## config.mk

```make
export PLATFORM = sky130hd
export DESIGN_NAME = ps2_command_out
export DESIGN_NICKNAME = d
export VERILOG_FILES = /design/src/rtl/ps2_command_out.sv
export SDC_FILE = /design/constraint.sdc
export NUM_CORES = 1
export LEC_CHECK = 0
export CAP_MARGIN = 30
export CORE_MARGIN = 2
export CORE_UTILIZATION = 54
export DETAILED_ROUTE_END_ITERATION = 10
export PLACE_DENSITY_LB_ADDON = 0.2
export SLEW_MARGIN = 5
export SYNTH_ARGS = -nofsm -noshare
export SYNTH_HDL_FRONTEND = slang
export SYNTH_SLANG_ARGS = --single-unit
```

## constraint.sdc

```tcl
create_clock -name CLOCK_50 -period 3.1 [get_ports CLOCK_50]
set_clock_uncertainty 0.2 [all_clocks]
set_input_delay 0.62 -clock CLOCK_50 [delete_from_list [all_inputs] [get_ports CLOCK_50]]
set_output_delay 0.62 -clock CLOCK_50 [all_outputs]
set_load 0.005 [all_outputs]
```

## src/rtl/ps2_command_out.sv

```systemverilog
// PS/2 host-to-device command transmitter.
// Sends one byte with odd parity and checks the device ACK.
module ps2_command_out #(
   parameter int INHIBIT_CYCLES  = 6000,
   parameter int START_TIMEOUT   = 750000,
   parameter int BIT_TIMEOUT     = 100000,
   parameter int RELEASE_TIMEOUT = 100000
) (
   input  logic       CLOCK_50,
   input  logic       reset,
   input  logic [7:0] the_command,
   input  logic       send_command,
   input  logic       ps2_clk_in,
   input  logic       ps2_dat_in,
   output logic       ps2_clk_oe,
   output logic       ps2_dat_oe,
   output logic       busy,
   output logic       command_was_sent,
   output logic       error_communication_timed_out
);

   localparam int MAX_AB = (START_TIMEOUT > BIT_TIMEOUT) ?
                           START_TIMEOUT : BIT_TIMEOUT;
   localparam int MAX_CD = (RELEASE_TIMEOUT > INHIBIT_CYCLES) ?
                           RELEASE_TIMEOUT : INHIBIT_CYCLES;
   localparam int MAX_T  = (MAX_AB > MAX_CD) ? MAX_AB : MAX_CD;
   localparam int TW     = $clog2(MAX_T + 1);

   typedef enum logic [2:0] {
      IDLE,
      INHIBIT,
      REQ,
      WAIT_START,
      TX,
      WAIT_RELEASE,
      DONE,
      ERROR
   } state_t;

   state_t        state_q, state_d;
   logic [TW-1:0] timer_q, timer_d;
   logic [3:0]    count_q, count_d;
   logic [9:0]    frame_q, frame_d;
   logic          bit_q, bit_d;
   logic          restart;

   logic clk_s1_q, clk_s2_q, clk_prev_q;
   logic dat_s1_q, dat_s2_q;
   logic fall;

   logic clk_oe_q, clk_oe_d;
   logic dat_oe_q, dat_oe_d;
   logic busy_q, busy_d;
   logic sent_q, sent_d;
   logic err_q, err_d;

   assign fall = clk_prev_q & ~clk_s2_q;

   // State, synchronizers and registered outputs
   always_ff @(posedge CLOCK_50) begin
      if (reset) begin
         state_q    <= IDLE;
         timer_q    <= '0;
         count_q    <= '0;
         frame_q    <= '0;
         bit_q      <= 1'b1;
         clk_s1_q   <= 1'b1;
         clk_s2_q   <= 1'b1;
         clk_prev_q <= 1'b1;
         dat_s1_q   <= 1'b1;
         dat_s2_q   <= 1'b1;
         clk_oe_q   <= 1'b0;
         dat_oe_q   <= 1'b0;
         busy_q     <= 1'b0;
         sent_q     <= 1'b0;
         err_q      <= 1'b0;
      end else begin
         state_q    <= state_d;
         timer_q    <= timer_d;
         count_q    <= count_d;
         frame_q    <= frame_d;
         bit_q      <= bit_d;
         clk_s1_q   <= ps2_clk_in;
         clk_s2_q   <= clk_s1_q;
         clk_prev_q <= clk_s2_q;
         dat_s1_q   <= ps2_dat_in;
         dat_s2_q   <= dat_s1_q;
         clk_oe_q   <= clk_oe_d;
         dat_oe_q   <= dat_oe_d;
         busy_q     <= busy_d;
         sent_q     <= sent_d;
         err_q      <= err_d;
      end
   end

   always_comb begin
      state_d = state_q;
      count_d = count_q;
      frame_d = frame_q;
      bit_d   = bit_q;
      restart = 1'b0;
      unique case (state_q)
         IDLE: begin
            if (send_command) begin
               frame_d = {1'b1, ~^the_command, the_command};
               count_d = '0;
               state_d = INHIBIT;
            end
         end
         INHIBIT: begin
            if (timer_q == TW'(INHIBIT_CYCLES - 1))
               state_d = REQ;
         end
         REQ: state_d = WAIT_START;
         WAIT_START: begin
            if (fall) begin
               bit_d   = frame_q[0];
               frame_d = {1'b0, frame_q[9:1]};
               count_d = 4'd1;
               state_d = TX;
            end else if (timer_q >= TW'(START_TIMEOUT)) begin
               state_d = ERROR;
            end
         end
         TX: begin
            if (fall) begin
               restart = 1'b1;
               // 11th edge: device must hold data low as ACK
               if (count_q == 4'd10) begin
                  state_d = dat_s2_q ? ERROR : WAIT_RELEASE;
               end else begin
                  bit_d   = frame_q[0];
                  frame_d = {1'b0, frame_q[9:1]};
                  count_d = count_q + 4'd1;
               end
            end else if (timer_q >= TW'(BIT_TIMEOUT)) begin
               state_d = ERROR;
            end
         end
         WAIT_RELEASE: begin
            if (clk_s2_q && dat_s2_q)
               state_d = DONE;
            else if (timer_q >= TW'(RELEASE_TIMEOUT))
               state_d = ERROR;
         end
         DONE:    state_d = IDLE;
         ERROR:   state_d = IDLE;
         default: state_d = IDLE;
      endcase
   end

   always_comb begin
      timer_d = timer_q;
      if (state_d != state_q || restart)
         timer_d = '0;
      else if (timer_q != TW'(MAX_T))
         timer_d = timer_q + TW'(1);
   end

   // Outputs follow the next state so they are registered in step
   always_comb begin
      clk_oe_d = 1'b0;
      dat_oe_d = 1'b0;
      busy_d   = (state_d != IDLE);
      sent_d   = (state_d == DONE);
      err_d    = (state_d == ERROR);
      unique case (state_d)
         INHIBIT:    clk_oe_d = 1'b1;
         REQ: begin
            clk_oe_d = 1'b1;
            dat_oe_d = 1'b1;
         end
         WAIT_START: dat_oe_d = 1'b1;
         TX:         dat_oe_d = ~bit_d;
         default: begin
            clk_oe_d = 1'b0;
            dat_oe_d = 1'b0;
         end
      endcase
   end

   assign ps2_clk_oe                    = clk_oe_q;
   assign ps2_dat_oe                    = dat_oe_q;
   assign busy                          = busy_q;
   assign command_was_sent              = sent_q;
   assign error_communication_timed_out = err_q;

endmodule

```

=== Yosys cells after proc, flatten, opt, wreduce, memory -nomap -nowiden ===
Index checks and enable logic that the tools add are counted.

* Logic and storage cells: 82
* Input bits: 13
* Flip-flop bits (word level): 48
* Output and inout bits: 5

* Bitwise logic cells: 3
* $add $sub $neg: 2
* Magnitude comparators: 2
* Equal/unequal tests: 21
* Muxes and demuxes: 28
* Reduce and logical (&&, ||, !) cells: 11

{| class="wikitable"
|+ Operators by type and width
! kind !! number
|-
| 2-to-1 mux 10 bit || 4
|-
| case mux 10 bit (3 select lines) || 1
|-
| 2-to-1 mux 3 bit || 8
|-
| equality test 3 bit, second input constant || 7
|-
| case mux 3 bit (7 select lines) || 1
|-
| adder 20 x 1 -> 20 bit, second input constant || 1
|-
| equality test 20 x 13 -> 1 bit, second input constant || 1
|-
| greater-or-equal comparator 20 x 17 -> 1 bit, second input constant || 1
|-
| greater-or-equal comparator 20 bit, second input constant || 1
|-
| != test 20 bit, second input constant || 1
|-
| 2-to-1 mux 4 bit || 4
|-
| equality test 3 x 2 -> 1 bit, second input constant || 4
|-
| case mux 4 bit (3 select lines) || 1
|-
| != test 2 bit, second input constant || 4
|-
| OR reduction 2 bit || 4
|-
| XNOR reduction 8 bit || 1
|-
| equality test 3 x 1 -> 1 bit, second input constant || 2
|-
| 2-to-1 mux 1 bit || 6
|-
| nonzero test 3 bit || 2
|-
| AND reduction 5 bit || 1
|-
| adder 4 x 1 -> 4 bit, second input constant || 1
|-
| equality test 4 bit, second input constant || 1
|-
| case mux 1 bit (2 select lines) || 2
|-
| logical NOT 3 bit || 1
|-
| other kinds (6) || 7
|}

=== Logic depth before layout (Yosys ltp) ===
* Depth in word-level cells: 7
* Depth in mapped cells: 9
* Gate-level depth less buffers: 8

=== Least setup slack after synthesis ===
Ideal clock, no wire load.

* Path type: flip-flop to flip-flop
* Start: register timer_q[4]
* End: register timer_q[6]
* Required time: 2,838 ps
* Cell stages (with the launch flop): 9
* Period minus slack after synthesis: 2,526 ps
* Arrival: 2,264 ps
* Slack: 574 ps
* Buffers on the path: 2
* Setup time: 62 ps
* Cells stage by stage: dfxtp_1 > buf_6 > or4b_1 > or4_4 > a211oi_2 > nand2_2 > a221o_2 > buf_6 > nor2_2

* Word-level cells in the longest chain between the ends: 7
* Elaborated cells between the ends (all ways): 15
* Classes of those cells: add/sub (1); order compare (2); eq/ne (3); mux (7); reduce/logical (2)

{| class="wikitable"
|+ RTL lines
! item !! line !! source
|-
| start: declaration || 41 || <nowiki>logic [TW-1:0] timer_q, timer_d;</nowiki>
|-
| start signal: assignment || 79 || <nowiki>timer_q <= timer_d;</nowiki>
|-
| greater-or-equal comparator 20 x 17 -> 1 bit or greater-or-equal comparator 20 bit (tied branches) || 136, 143, 121 ||
|-
| 2-to-1 mux 3 bit (on tied branches) || 136, 143, 121 ||
|-
| 2-to-1 mux 3 bit (on tied branches) || 141, 116, 126 ||
|-
| case mux 3 bit (7 select lines) || 102 || <nowiki>unique case (state_q)</nowiki>
|-
| != test 3 bit || 154 || <nowiki>if (state_d != state_q || restart)</nowiki>
|-
| logical OR 1 bit || 154 ||
|-
| OR reduction 2 bit (no source line) || n/a ||
|}

Several ways; a longest one is shown, not always the timed one.
A chain may end at the register's enable or synchronous reset.

=== Worst setup path after layout ===
* Start: register timer_q[5]
* End: register timer_q[2]

Same word-level chain as after synthesis.

==> summary.md <==
| Metric | Value |
|---|---|
| DP Wirelength | `~3600 µm` |
| Clk buf depth | `2` |
| R2R cell count | `7` |
| Worst min path class | `reg -> reg` |
| Hold Buf Count CTS | `0` |
| Power, Total | `1240 µW` |
| Setup-failing EPs final | `0` |
| Via density per instance | `around 5.7` |
| Async SR Flop Fraction | `0` |
| Pre-CTS WS | `between 0.4 and 0.5 ns` |
| Initial Util | `0.565` |
| Hold Violations, Final | `0` |
| Routed length per instance | `between 10 and 15 µm` |
| Fillers | `378` |
| Antenna Violating Nets Remaining | `0` |
| Post-DP Area | `2710 µm²` |
| GRT overflow | `0` |
| Antenna Diode Count | `0` |
| Vias in the first global route | `1854` |
| Critical Path End Type | `flop` |
| Post-Syn Area | `2500 µm²` |
| TritonCTS Buffers | `5` |
| Reg-to-reg critical path endpoint | `timer_q[2]` |
| Actual slew at the worst max-slew pin | `between 0.5 and 0.6 ns` |
| Reg clk slew, reported paths | `0.09 ns` |
| Main flop type after synthesis | `dfxtp_1` |
| FF+latch count, synth | `between 40 and 50` |
| Initial DRC Count | `116` |
| R2R setup slack | `0.41 ns` |
| Post-route setup slack | `0.409 ns` |
| Hold Crit Depth | `1` |
| Startpoint types | `flop` |
| Tmin final | `2.69 ns` |
| CTS root buf | `clkbuf_8` |
| Synth-to-layout area growth | `12.9%` |
| Global-route wire length before repair | `8470 µm` |
| DR pass1 iterations | `4` |
| Layout cells sized above 1 | `0.137` |
| H-tree depth | `2` |
| Number of synthesized flops with an enable pin | `0` |
| Register area share after synthesis | `0.385` |
| MaxCap Viol Count | `0` |
| Worst-path cell chain | `or4b_1, or4_4, nor3_1, a311o_1, a221o_2, buf_12, nor2_1` |
| Post-CTS Setup Inserts | `0` |
| Gates resized, CTS repair | `0` |
| Pwr dens | `439 nW/µm²` |
| Largest net degree at the start of global routing | `25` |
| Routability cong. | `0.858` |
| Crit Path Max Fanout | `20` |
| Status | `finished, final reports clean` |
| Tcrit/Tclk final | `0.868` |
| VDD IR max | `around 0.32 mV` |
| Number of distinct library cells after synthesis | `53` |
| Design Area, Final | `2820 µm²` |
| Critical Path End | `timer_q[2]` |
| WP data required | `3.10 ns` |
| Routed wl met2 | `about 2100 µm` |
| Top achievable clock speed | `0.372 GHz` |
| Core area | `~4400 µm²` |
| Slowest stage delay, CP | `0.48 ns` |
| Max_slew headroom | `0.614` |
| Detail Route met3 WL | `189 µm` |
| Clock latency on the worst-skew pair | `about 0.3 ns` |
| DRC | `0` |
| Sink Count | `48` |
| Worst setup path start | `timer_q[5]` |
| Die Height | `72.0 µm` |
| Syn Area/Cell | `8.27 µm²` |
| Die Area | `slightly above 5000 µm²` |
| Top routing layer used | `met4` |
| Die W | `72.0 µm` |
| Total routed wirelength | `approximately 5000 µm` |
| Lkg Pwr | `0.000974 µW` |
| Synth Instances | `roughly 300` |
| # nets final | `331` |
| Arrival @ worst endpoint | `2.69 ns` |
| Initial antenna violation count | `0` |
| # IOs | `18` |
| RSZ-0062 raised after global routing | `no` |
| Gr usage total | `0.207` |
| # rows | `24` |
| Met1 WL | `2650 µm` |
| Final slew viol count | `0` |
| Vias | `2110` |
| CP Class | `reg -> reg` |
| Syn Nets | `319` |
| CTS tree | `yes` |
| Yosys Warn Count | `0` |
| Fin Setup TNS | `0 ns` |
| PortBufs | `17` |
| Critical Path Slowest Stage Cell | `dfxtp_1` |
| Worst r2r src | `timer_q[5]` |
==> logic make-up after synthesis <==
logic type,synth area share
and+or+nand+nor,0.302
AOI/OAI and AO/OA,0.140
DFF,0.385
buffers and inverters,0.0521
xor gates and xnor gates,0.0877
adders and majority gates,0.0201
muxes,0.0130
==> placed cells by master, fill, tap and decap left out, types with 6 or more instances in the layout <==
cell | synthesis | routed
a311oi_1 | 9 | 9
nand3_1 | 14 | 14
dfxtp_1 | 48 | 48
nor2_2 | 11 | 11
a21oi_1 | 12 | 12
or2_2 | 6 | 6
clkdlybuf4s50_1 | 0 | 17
nand2_1 | 28 | 28
nor3_1 | 9 | 9
xnor2_1 | 17 | 17
xor2_1 | 8 | 8
o21ai_0 | 8 | 8
inv_1 | 9 | 9
buf_4 | 0 | 6
nor2_1 | 37 | 37
==> registers in the layout, summed over array words and instances (netlist names) <==
signal / cells
dat_s2_q: 1
ps2_clk_oe: 1
ps2_dat_oe: 1
bit_q: 1
command_was_sent: 1
clk_s1_q: 1
error_communication_timed_out: 1
state_q: 3
count_q: 4
clk_prev_q: 1
timer_q: 20
dat_s1_q: 1
frame_q: 10
clk_s2_q: 1
busy: 1
==> cells in the mapped netlist (all sizes together) (6+ instances only) <==
| cell type | n | area share |
|---|---|---|
| a21oi | 12 | 0.024 |
| nor2 | 48 | 0.083 |
| or2 | 6 | 0.015 |
| xor2 | 8 | 0.028 |
| xnor2 | 17 | 0.060 |
| nand3 | 14 | 0.028 |
| o21ai | 8 | 0.016 |
| inv | 9 | 0.014 |
| a311oi | 9 | 0.032 |
| buf | 6 | 0.019 |
| dfxtp | 48 | 0.38 |
| clkbuf | 13 | 0.020 |
| nand2 | 29 | 0.045 |
| nor3 | 9 | 0.018 |
==> final cells by class <==
type / instances / area, µm² / share of cell area
Clock buffer: 5 / 68.8 / 0.0244
Clock inverter: 3 / 42.5 / 0.0151
Inverter: 9 / 33.8 / 0.0120
Multi-Input combinational cell: 226 / 1410 / 0.501
Sequential cell: 48 / 961 / 0.341
Tap cell: 52 / 65.1 / 0.0231
Timing Repair Buffer: 24 / 235 / 0.0834
==> through the flow <==
stage | std cells | hold slack (ns) | util
finish | 367 | 0.220 | 0.639
global route | 367 | 0.230 | 0.639
CTS | 367 | 0.225 | 0.639
detailed placement | 359 | 0.202 | 0.613
global placement | 359 | 0.192 | 0.613
floorplan | 302 | 0.189 | -
==> where the power goes <==
group / total [µW] / switching [µW] / internal, µW
combinational: 137 / 65.4 / 71.2
sequential: 658 / 18.1 / 640
clock: 442 / 203 / 239
total: 1240 / 287 / 950
==> layer usage <==
metal	GRT usage	up-vias
met5	0	-
met1	0.307	998
met3	0.0472	6
li1	-	1072
met4	0.0755	0
met2	0.293	34
==> worst min-delay path by stage <==
stage / start / slack (ns) / endpoint
finish: dat_s1_q / 0.22 / dat_s2_q
global route: dat_s1_q / 0.23 / dat_s2_q
CTS: dat_s1_q / 0.22 / dat_s2_q
detailed placement: dat_s1_q / 0.20 / dat_s2_q
global placement: clk_s1_q / 0.19 / clk_s2_q
floorplan: clk_s1_q / 0.19 / clk_s2_q
==> worst max-delay path, delay by kind of cell (launching register included) <==
family                 cells  cell delay (ns)
AND/OR/NAND/NOR            4             1.24
AO/OA/AOI/OAI              2             0.50
flip-flops                 1             0.48
buffers and inverters      1             0.16
No activity file was read; power rests on OpenSTA's default activity.
